## config.mk

```make
export PLATFORM = sky130hd
export DESIGN_NAME = load_store_unit
export DESIGN_NICKNAME = d
export VERILOG_FILES = /design/src/rtl/lsu_pkg.sv /design/src/rtl/lsu_align.sv /design/src/rtl/load_store_unit.sv
export SDC_FILE = /design/constraint.sdc
export NUM_CORES = 1
export LEC_CHECK = 0
export ABC_CLOCK_PERIOD_IN_PS = 6850
export CORE_MARGIN = 1
export CORE_UTILIZATION = 40
export CTS_BUF_LIST = sky130_fd_sc_hd__clkbuf_8 sky130_fd_sc_hd__clkbuf_16
export CTS_CLUSTER_DIAMETER = 40
export DETAILED_ROUTE_END_ITERATION = 16
export GPL_TIMING_DRIVEN = 1
export PLACE_DENSITY = 0.73
export SLEW_MARGIN = 20
export SYNTH_ARGS = -nofsm -noshare
export SYNTH_HDL_FRONTEND = slang
export SYNTH_HIERARCHICAL = 1
export SYNTH_SLANG_ARGS = --single-unit
```

## constraint.sdc

```tcl
create_clock -name i_clk -period 6.85 [get_ports i_clk]
set_input_delay 2.055 -clock i_clk [delete_from_list [all_inputs] [get_ports i_clk]]
set_output_delay 2.055 -clock i_clk [all_outputs]
set_load 0.01 [all_outputs]
```

## src/rtl/lsu_pkg.sv

```systemverilog
// lsu_pkg: shared state encoding, RV32I load/store funct3 codes, lane masks and memory request record.
package lsu_pkg;
  typedef enum logic [1:0] {IDLE, MEM_REQ, MEM_RSP, DONE} lsu_state_e;
  localparam logic [2:0] F3_B  = 3'b000;
  localparam logic [2:0] F3_H  = 3'b001;
  localparam logic [2:0] F3_W  = 3'b010;
  localparam logic [2:0] F3_BU = 3'b100;
  localparam logic [2:0] F3_HU = 3'b101;
  localparam logic [3:0] MASK_B = 4'b0001;
  localparam logic [3:0] MASK_H = 4'b0011;
  localparam logic [3:0] MASK_W = 4'b1111;
  typedef struct packed {
    logic        valid;
    logic [31:0] addr;
    logic        ren;
    logic        wen;
    logic [31:0] wdata;
    logic [3:0]  mask;
  } mem_req_t;
  function automatic logic f3_legal(input logic wen, input logic [2:0] f3);
    return wen ? (f3 inside {F3_B, F3_H, F3_W}) : (f3 inside {F3_B, F3_H, F3_W, F3_BU, F3_HU});
  endfunction
endpackage

```

## src/rtl/lsu_align.sv

```systemverilog
// lsu_align: byte-lane mask, write shift, read shift/extend and legality for one access.
// LSU_MISALIGN_CHECK_EN makes misaligned half/word accesses illegal instead of truncating the offset.
module lsu_align
  import lsu_pkg::*;
(
  input  logic        wen,
  input  logic [1:0]  addr_lo,
  input  logic [2:0]  funct3,
  input  logic [31:0] wdata,
  input  logic [31:0] rdata,
  output logic        legal,
  output logic [3:0]  mask,
  output logic [31:0] wdata_sh,
  output logic [31:0] rdata_ext
);
  logic [1:0]  off;
  logic [31:0] rsh;
  always_comb begin
    off = funct3[1:0] == 2'b00 ? addr_lo : funct3[1:0] == 2'b01 ? {addr_lo[1], 1'b0} : 2'b00;
    mask = (funct3[1:0] == 2'b00 ? MASK_B : funct3[1:0] == 2'b01 ? MASK_H : MASK_W) << off;
    wdata_sh = wdata << {off, 3'b000};
    rsh = rdata >> {off, 3'b000};
    rdata_ext = funct3 == F3_B  ? {{24{rsh[7]}}, rsh[7:0]} :
                funct3 == F3_BU ? {24'b0, rsh[7:0]} :
                funct3 == F3_H  ? {{16{rsh[15]}}, rsh[15:0]} :
                funct3 == F3_HU ? {16'b0, rsh[15:0]} : rsh;
`ifdef LSU_MISALIGN_CHECK_EN
    legal = f3_legal(wen, funct3) && !((funct3[1:0] == 2'b01 && addr_lo[0]) || (funct3[1:0] == 2'b10 && addr_lo != 2'b00));
`else
    legal = f3_legal(wen, funct3);
`endif
  end
endmodule

```

## src/rtl/load_store_unit.sv

```systemverilog
// load_store_unit: single-outstanding LSU between the hart and a variable-latency data memory.
// Build option LSU_MISALIGN_CHECK_EN (in lsu_align) traps misaligned half/word accesses.
module load_store_unit
  import lsu_pkg::*;
#(
  parameter int TIMEOUT_CYCLES = 16,
  parameter int TIMER_W        = 8
) (
  input  logic        i_clk,
  input  logic        i_rst_n,
  input  logic        i_req_valid,
  output logic        o_req_ready,
  input  logic        i_req_wen,
  input  logic [31:0] i_req_addr,
  input  logic [2:0]  i_req_funct3,
  input  logic [31:0] i_req_wdata,
  output logic        o_rsp_valid,
  output logic [31:0] o_rsp_rdata,
  output logic        o_rsp_trap,
  output logic        o_mem_valid,
  input  logic        i_mem_ready,
  output logic [31:0] o_mem_addr,
  output logic        o_mem_ren,
  output logic        o_mem_wen,
  output logic [31:0] o_mem_wdata,
  output logic [3:0]  o_mem_mask,
  input  logic        i_mem_rvalid,
  input  logic [31:0] i_mem_rdata
);
  localparam logic [TIMER_W-1:0] T_LAST = TIMER_W'(TIMEOUT_CYCLES - 1);
  lsu_state_e state_q, state_d;
  logic [TIMER_W-1:0] cnt_q, cnt_d;
  logic [1:0] addr_lo_q, addr_lo_d;
  logic [2:0] f3_q, f3_d;
  logic req_ready_q, req_ready_d, rsp_valid_q, rsp_valid_d, rsp_trap_q, rsp_trap_d;
  logic [31:0] rsp_rdata_q, rsp_rdata_d;
  mem_req_t mem_q, mem_d;
  logic idle, legal, timeout;
  logic [3:0] mask;
  logic [31:0] wdata_sh, rdata_ext;
  assign idle = state_q == IDLE;
  assign timeout = (TIMEOUT_CYCLES != 0) && (cnt_q == T_LAST);
  // Alignment works on the live request while idle, on the latched fields afterwards.
  lsu_align u_align (
    .wen      (i_req_wen),
    .addr_lo  (idle ? i_req_addr[1:0] : addr_lo_q),
    .funct3   (idle ? i_req_funct3 : f3_q),
    .wdata    (i_req_wdata),
    .rdata    (i_mem_rdata),
    .legal    (legal),
    .mask     (mask),
    .wdata_sh (wdata_sh),
    .rdata_ext(rdata_ext)
  );
  always_comb begin
    state_d = state_q;
    addr_lo_d = addr_lo_q;
    f3_d = f3_q;
    rsp_valid_d = 1'b0;
    rsp_trap_d = 1'b0;
    rsp_rdata_d = '0;
    mem_d = '0;
    case (state_q)
      IDLE: if (i_req_valid) begin
        addr_lo_d = i_req_addr[1:0];
        f3_d = i_req_funct3;
        state_d = legal ? MEM_REQ : DONE;
        rsp_valid_d = !legal;
        rsp_trap_d = !legal;
        mem_d = legal ? '{1'b1, {i_req_addr[31:2], 2'b00}, !i_req_wen, i_req_wen, wdata_sh, mask} : '0;
      end
      MEM_REQ: if (i_mem_ready) begin
        state_d = mem_q.wen ? DONE : MEM_RSP;
        rsp_valid_d = mem_q.wen;
      end else if (timeout) begin
        state_d = DONE;
        rsp_valid_d = 1'b1;
        rsp_trap_d = 1'b1;
      end else mem_d = mem_q;
      MEM_RSP: if (i_mem_rvalid || timeout) begin
        state_d = DONE;
        rsp_valid_d = 1'b1;
        rsp_trap_d = !i_mem_rvalid;
        rsp_rdata_d = i_mem_rvalid ? rdata_ext : '0;
      end
      DONE: state_d = IDLE;
    endcase
    cnt_d = (state_d == state_q) ? cnt_q + 1'b1 : '0;
    req_ready_d = state_d == IDLE;
  end
  always_ff @(posedge i_clk or negedge i_rst_n) begin
    if (!i_rst_n) begin
      state_q <= IDLE;
      cnt_q <= '0;
      addr_lo_q <= '0;
      f3_q <= '0;
      req_ready_q <= 1'b0;
      rsp_valid_q <= 1'b0;
      rsp_trap_q <= 1'b0;
      rsp_rdata_q <= '0;
      mem_q <= '0;
    end else begin
      state_q <= state_d;
      cnt_q <= cnt_d;
      addr_lo_q <= addr_lo_d;
      f3_q <= f3_d;
      req_ready_q <= req_ready_d;
      rsp_valid_q <= rsp_valid_d;
      rsp_trap_q <= rsp_trap_d;
      rsp_rdata_q <= rsp_rdata_d;
      mem_q <= mem_d;
    end
  end
  assign o_req_ready = req_ready_q;
  assign o_rsp_valid = rsp_valid_q;
  assign o_rsp_trap = rsp_trap_q;
  assign o_rsp_rdata = rsp_rdata_q;
  assign o_mem_valid = mem_q.valid;
  assign o_mem_addr = mem_q.addr;
  assign o_mem_ren = mem_q.ren;
  assign o_mem_wen = mem_q.wen;
  assign o_mem_wdata = mem_q.wdata;
  assign o_mem_mask = mem_q.mask;
endmodule

```

* Word-level counts from Yosys, hierarchy flattened *
Cells that the tools add are included.

cells by class
  add/subtract/negate cells = 1
  eq/ne operators = 11
  shift operators = 3
  muxes and demuxes = 35
  reduce and logical (&&, ||, !) cells = 11

operator list
  kind                 number
  $mux 71              4
  $mux 32              7
  $pmux 71 s2          1
  $shl 32x5->32        1
  $shr 32x5->32        1
  $mux 2               8
  $add 8x1->8 const B  1
  $eq 8x4->1 const B   1
  $mux 1               8
  $mux 4               2
  $mux 8               1
  $pmux 2 s4           1
  $eq 3x3->1 const B   2
  $logic_not 2->1      3
  $pmux 1 s3           2
  $reduce_bool 5->1    1
  $eq 2x1->1 const B   2
  $eq 2x2->1 const B   2
  $shl 4x2->4          1
  $eq 3x1->1 const B   1
  $eq 3x2->1 const B   1
  $logic_not 1->1      3
  $logic_not 3->1      1
  $mux 3               1
  other kinds (5)      5

storage, ports and cells
  register bits = 121
  input port bits = 105
  output and inout bits = 106
  word-level logic and storage cells = 75

* Logic depth before layout (Yosys ltp) *
  depth after elaboration = 13
  gate-level depth with buffers = 12

* By module *
The synthesis kept the hierarchy.

modules (own cells, without submodules)
  module           times used  cells an instance  area each (um2)  sequential area each (um2)
  load_store_unit  1           312                4388.0           2977.9
  lsu_align        1           253                1363.8           0.0

* Worst setup path before layout *
OpenSTA, ideal clock, no wires.

  kind = input -> register
  from = in i_req_funct3[0]
  to = reg mem_q (netlist bit o_mem_wdata[12])
  setup time = 66 ps
  arrival = 4074 ps
  data required time = 6784 ps
  slack = 2710 ps
  cell stages on the path = 11
  cells stage by stage = mux2_2 > buf_6 > clkbuf_1 > clkbuf_1 > o21a_1 > a21oi_1 > and3_1 > buf_2 > buf_2 > clkbuf_1 > a22o_1

between the ends
  elaborated cells on any way between the ends = 17
  those cells by class = eq/ne: 5; shift: 1; mux: 7; reduce/logical: 4

RTL lines
  element                                                 RTL line                RTL
  from (decl)                                             load_store_unit.sv:15   input logic [2:0] i_req_funct3,
  $mux 3 (*)                                              load_store_unit.sv:47   .funct3 (idle ? i_req_funct3 : f3_q),
  $eq 3x1->1, or another cell as far along                lsu_pkg.sv:21           return wen ? (f3 inside {F3_B, F3_H, F3_W}) : (f3 inside {F3_B, F3_H, F3_W, F3_BU, F3_HU});
  $reduce_bool 5->1 or $reduce_bool 3->1 (tied branches)  lsu_pkg.sv:21
  $mux 1 (*)                                              lsu_pkg.sv:21
  net legal                                               load_store_unit.sv:38   logic idle, legal, timeout;
  $mux 71 (*)                                             load_store_unit.sv:70   mem_d = legal ? '{1'b1, {i_req_addr[31:2], 2'b00}, !i_req_wen, i_req_wen, wdata_sh, mask} : '0;
  $mux 71 (*)                                             load_store_unit.sv:64   IDLE: if (i_req_valid) begin
  $pmux 71 s2 (*)                                         load_store_unit.sv:63   case (state_q)
  to (signal assigned)                                    load_store_unit.sv:111  mem_q <= mem_d;
  to (decl)                                               load_store_unit.sv:37   mem_req_t mem_q, mem_d;

Mark *: on every way through the listed nets, which the timed path passes. The rest lies on a longest branch.
A chain may end at the register's enable or synchronous reset.

* Worst setup path after layout *
  from = in i_req_funct3[1]
  to = reg rsp_rdata_q[15], in the netlist o_rsp_rdata[15]

between the ends
  longest elaborated chain between the ends = 12
  elaborated cells on any way between the ends = 16
  those cells by class = eq/ne: 3; shift: 1; mux: 10; reduce/logical: 2

ends and longest elaborated chain
  element               RTL line                RTL
  $mux 3 (*)            load_store_unit.sv:47
  $eq 2x1->1            lsu_align.sv:19         off = funct3[1:0] == 2'b00 ? addr_lo : funct3[1:0] == 2'b01 ? {addr_lo[1], 1'b0} : 2'b00;
  $mux 2 (2 in a row)   lsu_align.sv:19
  $shr 32x5->32         lsu_align.sv:22         rsh = rdata >> {off, 3'b000};
  $mux 32               lsu_align.sv:26         funct3 == F3_HU ? {16'b0, rsh[15:0]} : rsh;
  $mux 32               lsu_align.sv:25         funct3 == F3_H ? {{16{rsh[15]}}, rsh[15:0]} :
  $mux 32               lsu_align.sv:24         funct3 == F3_BU ? {24'b0, rsh[7:0]} :
  $mux 32 (*)           lsu_align.sv:23         rdata_ext = funct3 == F3_B ? {{24{rsh[7]}}, rsh[7:0]} :
  net rdata_ext[15]     load_store_unit.sv:40   logic [31:0] wdata_sh, rdata_ext;
  $mux 32 (*)           load_store_unit.sv:84   rsp_rdata_d = i_mem_rvalid ? rdata_ext : '0;
  $mux 32 (*)           load_store_unit.sv:80   MEM_RSP: if (i_mem_rvalid || timeout) begin
  $mux 32 (*)           load_store_unit.sv:63
  net rsp_rdata_d[15]   load_store_unit.sv:36   logic [31:0] rsp_rdata_q, rsp_rdata_d;
  to (signal assigned)  load_store_unit.sv:110  rsp_rdata_q <= rsp_rdata_d;
  to (decl)             load_store_unit.sv:36

Marked as above.

==> flow_metrics.py <==
metrics = {
    "outcome": {
        "status": "completed",
    },
    "clocking": {
        "post_cts_buffers": 0,
        "cts_tree": "done",
        "cts.clk_slew.worst_paths_ns": 0.06,
        "clk_path_buf_depth": 2,
        "cts_resized": 0,
        "htree_num_levels": 4,
        "cts.sinks": 119,
        "cts_made_buffers": 17,
        "clk_latency_ns": 0.41,
        "cts-hold-fix-buffers": 0,
        "cts_root_buffer": "clkbuf_16",
    },
    "synth": {
        "syn_avg_cell_area_um2": 10.2,
        "ys_warn_count": 6,
        "async_reset_ff_share_pct": 100,
        "synth_edf_count": 0,
        "yosysSeqAreaShare_pct": 51.8,
        "syn_inst": 565,
        "synth.distinct_cells": 49,
        "netlist_area_mm2": 0.00575,
        "yosys_register_bits": 119,
        "synthFlopType": "dfrtp_1",
    },
    "global_route": {
        "grt_pass1_wl_um": 26700,
        "grt_antenna_before_repair": 0,
        "track_usage_pct": 23.5,
        "first_global_vias": 5009,
        "grt_max_degree": 70,
        "grt_overflow": 0,
    },
    "floorplan": {
        "dieArea_mm2": 0.0149,
        "io_pins": 211,
        "rows": 43,
        "dieHeight_um": 122,
        "die_x_um": 122,
        "start_util_pct": 41.3,
        "core_mm2": 0.0139,
    },
    "routing": {
        "num_vias": 5316,
        "dr.pass1.iters": 5,
        "route.final.wire_length_um": 17300,
        "drt_iter0_markers": 481,
        "ant_nets": 0,
        "drc": 0,
        "routed_via_density": 5.65,
        "post_drt_wl_per_cell_um": 18.3,
    },
    "timing": {
        "slew_violations": 0,
        "setup_viol": 0,
        "worstMarginPinSlew_ns": 0.990,
        "worst_slack_ns": 2.36,
        "fin_crit_sh_pct": 65.5,
        "fmax_ghz": 0.223,
        "finClkSkew_ns": 0.00828,
        "maxSlewHeadroom_pct": 33.8,
        "rsz0062_at_grt": "false",
        "finalHoldViolations": 0,
        "tns_ns": 0,
        "layout_min_cycle_time_ns": 4.49,
    },
    "finish": {
        "drive_gt1_share_pct": 7.88,
        "syn2layout_area_growth_pct": 47.5,
        "insertedDiodeCount": 0,
        "finalNetCount": 854,
    },
    "place": {
        "place_ws_ns": 1.69,
        "detailed_place_hpwl_um": 11900,
        "place.gp.congestion": 0.902,
        "numPortBuffers": 208,
    },
    "critical_path": {
        "crit_required_ns": 7.14,
        "critPathKind": "in2reg",
        "max_stage_delay_ns": 0.55,
        "crit_path_top_delay_cell": "nand2b_2",
        "cp-start-kind": "primary input",
        "cp.arrival_ns": 4.78,
        "worstPathMaxFanout": 27,
        "crit_chain": "clkdlybuf4s50_1, mux2_2, nand2b_2, a211o_1, nand4_1, o221ai_1, and3_1",
        "crit_path_end_kind": "register",
    },
    "power": {
        "total_leakage_power_nw": 3.86,
        "p_per_area_mw_per_mm2": 405,
        "max-vdd-ir-drop_v": 0.000193,
    },
    "hold_path": {
        "worstHoldPathType": "reg2reg",
    },
    "flow_run": {
        "maxCapViolations": 0,
    },
}
==> cell type report <==
class                   count  area (µm²)
repair buffers            213        2120
well taps                 180         225
clock buffers              19         453
clock inverters            13         154
fillers                  1091        5450
inverters                  12        45.0
multi-input cells         385        2510
flip-flops and latches    119        2980
==> layer usage <==
metal	routed length, µm	track usage (%)
met5	0	0
met4	547	11.8
met3	1460	6.41
met2	7980	34.9
met1	7270	31.5
==> Yosys cell counts, drive strengths merged, types with 7 or more instances <==
| master | instances | share of area, % |
|---|---|---|
| mux2i | 9 | 1.6 |
| and3 | 49 | 5.3 |
| a21oi | 32 | 2.8 |
| o22ai | 8 | 0.87 |
| a31oi | 8 | 0.87 |
| buf | 15 | 1.8 |
| a221o | 7 | 1.2 |
| mux2 | 11 | 2.2 |
| nand2 | 73 | 4.8 |
| nor3 | 11 | 0.96 |
| o21ai | 35 | 3.0 |
| and2 | 9 | 0.98 |
| inv | 12 | 0.78 |
| o22a | 8 | 1.2 |
| dfrtp | 119 | 52 |
| clkbuf | 35 | 2.3 |
| a22o | 68 | 10 |
| nor2 | 11 | 0.89 |
==> layout by cell type (no fill, tap or decap), types with 13 or more instances in the layout <==
master,Yosys,final
nand2_1,73,73
inv_1,12,13
and3_1,49,48
a21oi_1,32,32
o21ai_0,35,35
clkdlybuf4s50_1,0,207
clkbuf_16,0,17
a22o_1,68,68
dfrtp_1,119,119
==> power by group <==
part	total, mW	switching [mW]	internal [mW]	leakage, nW
clock network	0.905	0.317	0.588	0.296
registers	0.957	0.0948	0.862	1.62
logic	1.58	0.864	0.713	1.94
total	3.44	1.28	2.16	3.86
==> stage by stage <==
stage / cell area [µm²] / power (mW) / instances / utilization, % / hold slack [ns]
finish: 8480 / 3.44 / 941 / 60.9 / 0.478
global route: 8480 / 3.64 / 941 / 60.9 / 0.502
CTS: 8480 / 3.44 / 941 / 60.8 / 0.478
detailed placement: 7870 / 2.51 / 909 / 56.5 / 0.470
global placement: 7870 / 2.47 / 909 / 56.5 / 0.459
floorplan: 5760 / 1.95 / 566 / - / 0.444
==> critical path, delay by kind of cell <==
family	cells	cell delay [ns]
AND/OR/NAND/NOR	3	1.17
AO/OA/AOI/OAI	2	0.64
multiplexers	1	0.47
buffers and inverters	1	0.43
==> registers in the layout, summed over array words and instances, names as in the netlist, 2 cells and up <==
name         flops
o_mem_wdata     32
o_rsp_rdata     32
o_mem_addr      30
cnt_q            8
o_mem_mask       4
f3_q             3
addr_lo_q        2
state_q          2
==> logic make-up after synthesis <==
logic type | synth area share [%]
AOI/OAI and AO/OA | 22.6
xor gates and xnor gates | 0.914
adders and majority gates | 0.217
buffers and inverters | 4.85
DFF | 51.8
muxes | 3.72
other | 0.0652
and+or+nand+nor | 15.9
==> final timing paths <==
| kind | cells after the start | start | slack (ns) | end |
|---|---|---|---|---|
| setup / recovery | 7 | i_req_funct3[1] | 2.36 | o_rsp_rdata[15]$_DFF_PN0_ |
| hold / removal | 1 | o_mem_valid$_DFFE_PN0P_ | 0.48 | o_mem_valid$_DFFE_PN0P_ |
| setup reg to reg | 7 | state_q[0]$_DFF_PN0_ | 3.47 | o_rsp_rdata[15]$_DFF_PN0_ |
| hold reg to reg | 1 | o_mem_valid$_DFFE_PN0P_ | 0.48 | o_mem_valid$_DFFE_PN0P_ |
| max in group asynchronous | 2 | i_rst_n | 3.88 | o_mem_wdata[4]$_DFFE_PN0P_ |
| min in group asynchronous | 1 | i_rst_n | 1.72 | o_mem_addr[20]$_DFFE_PN0P_ |
Note: power is estimated with default switching activity, not from simulation.
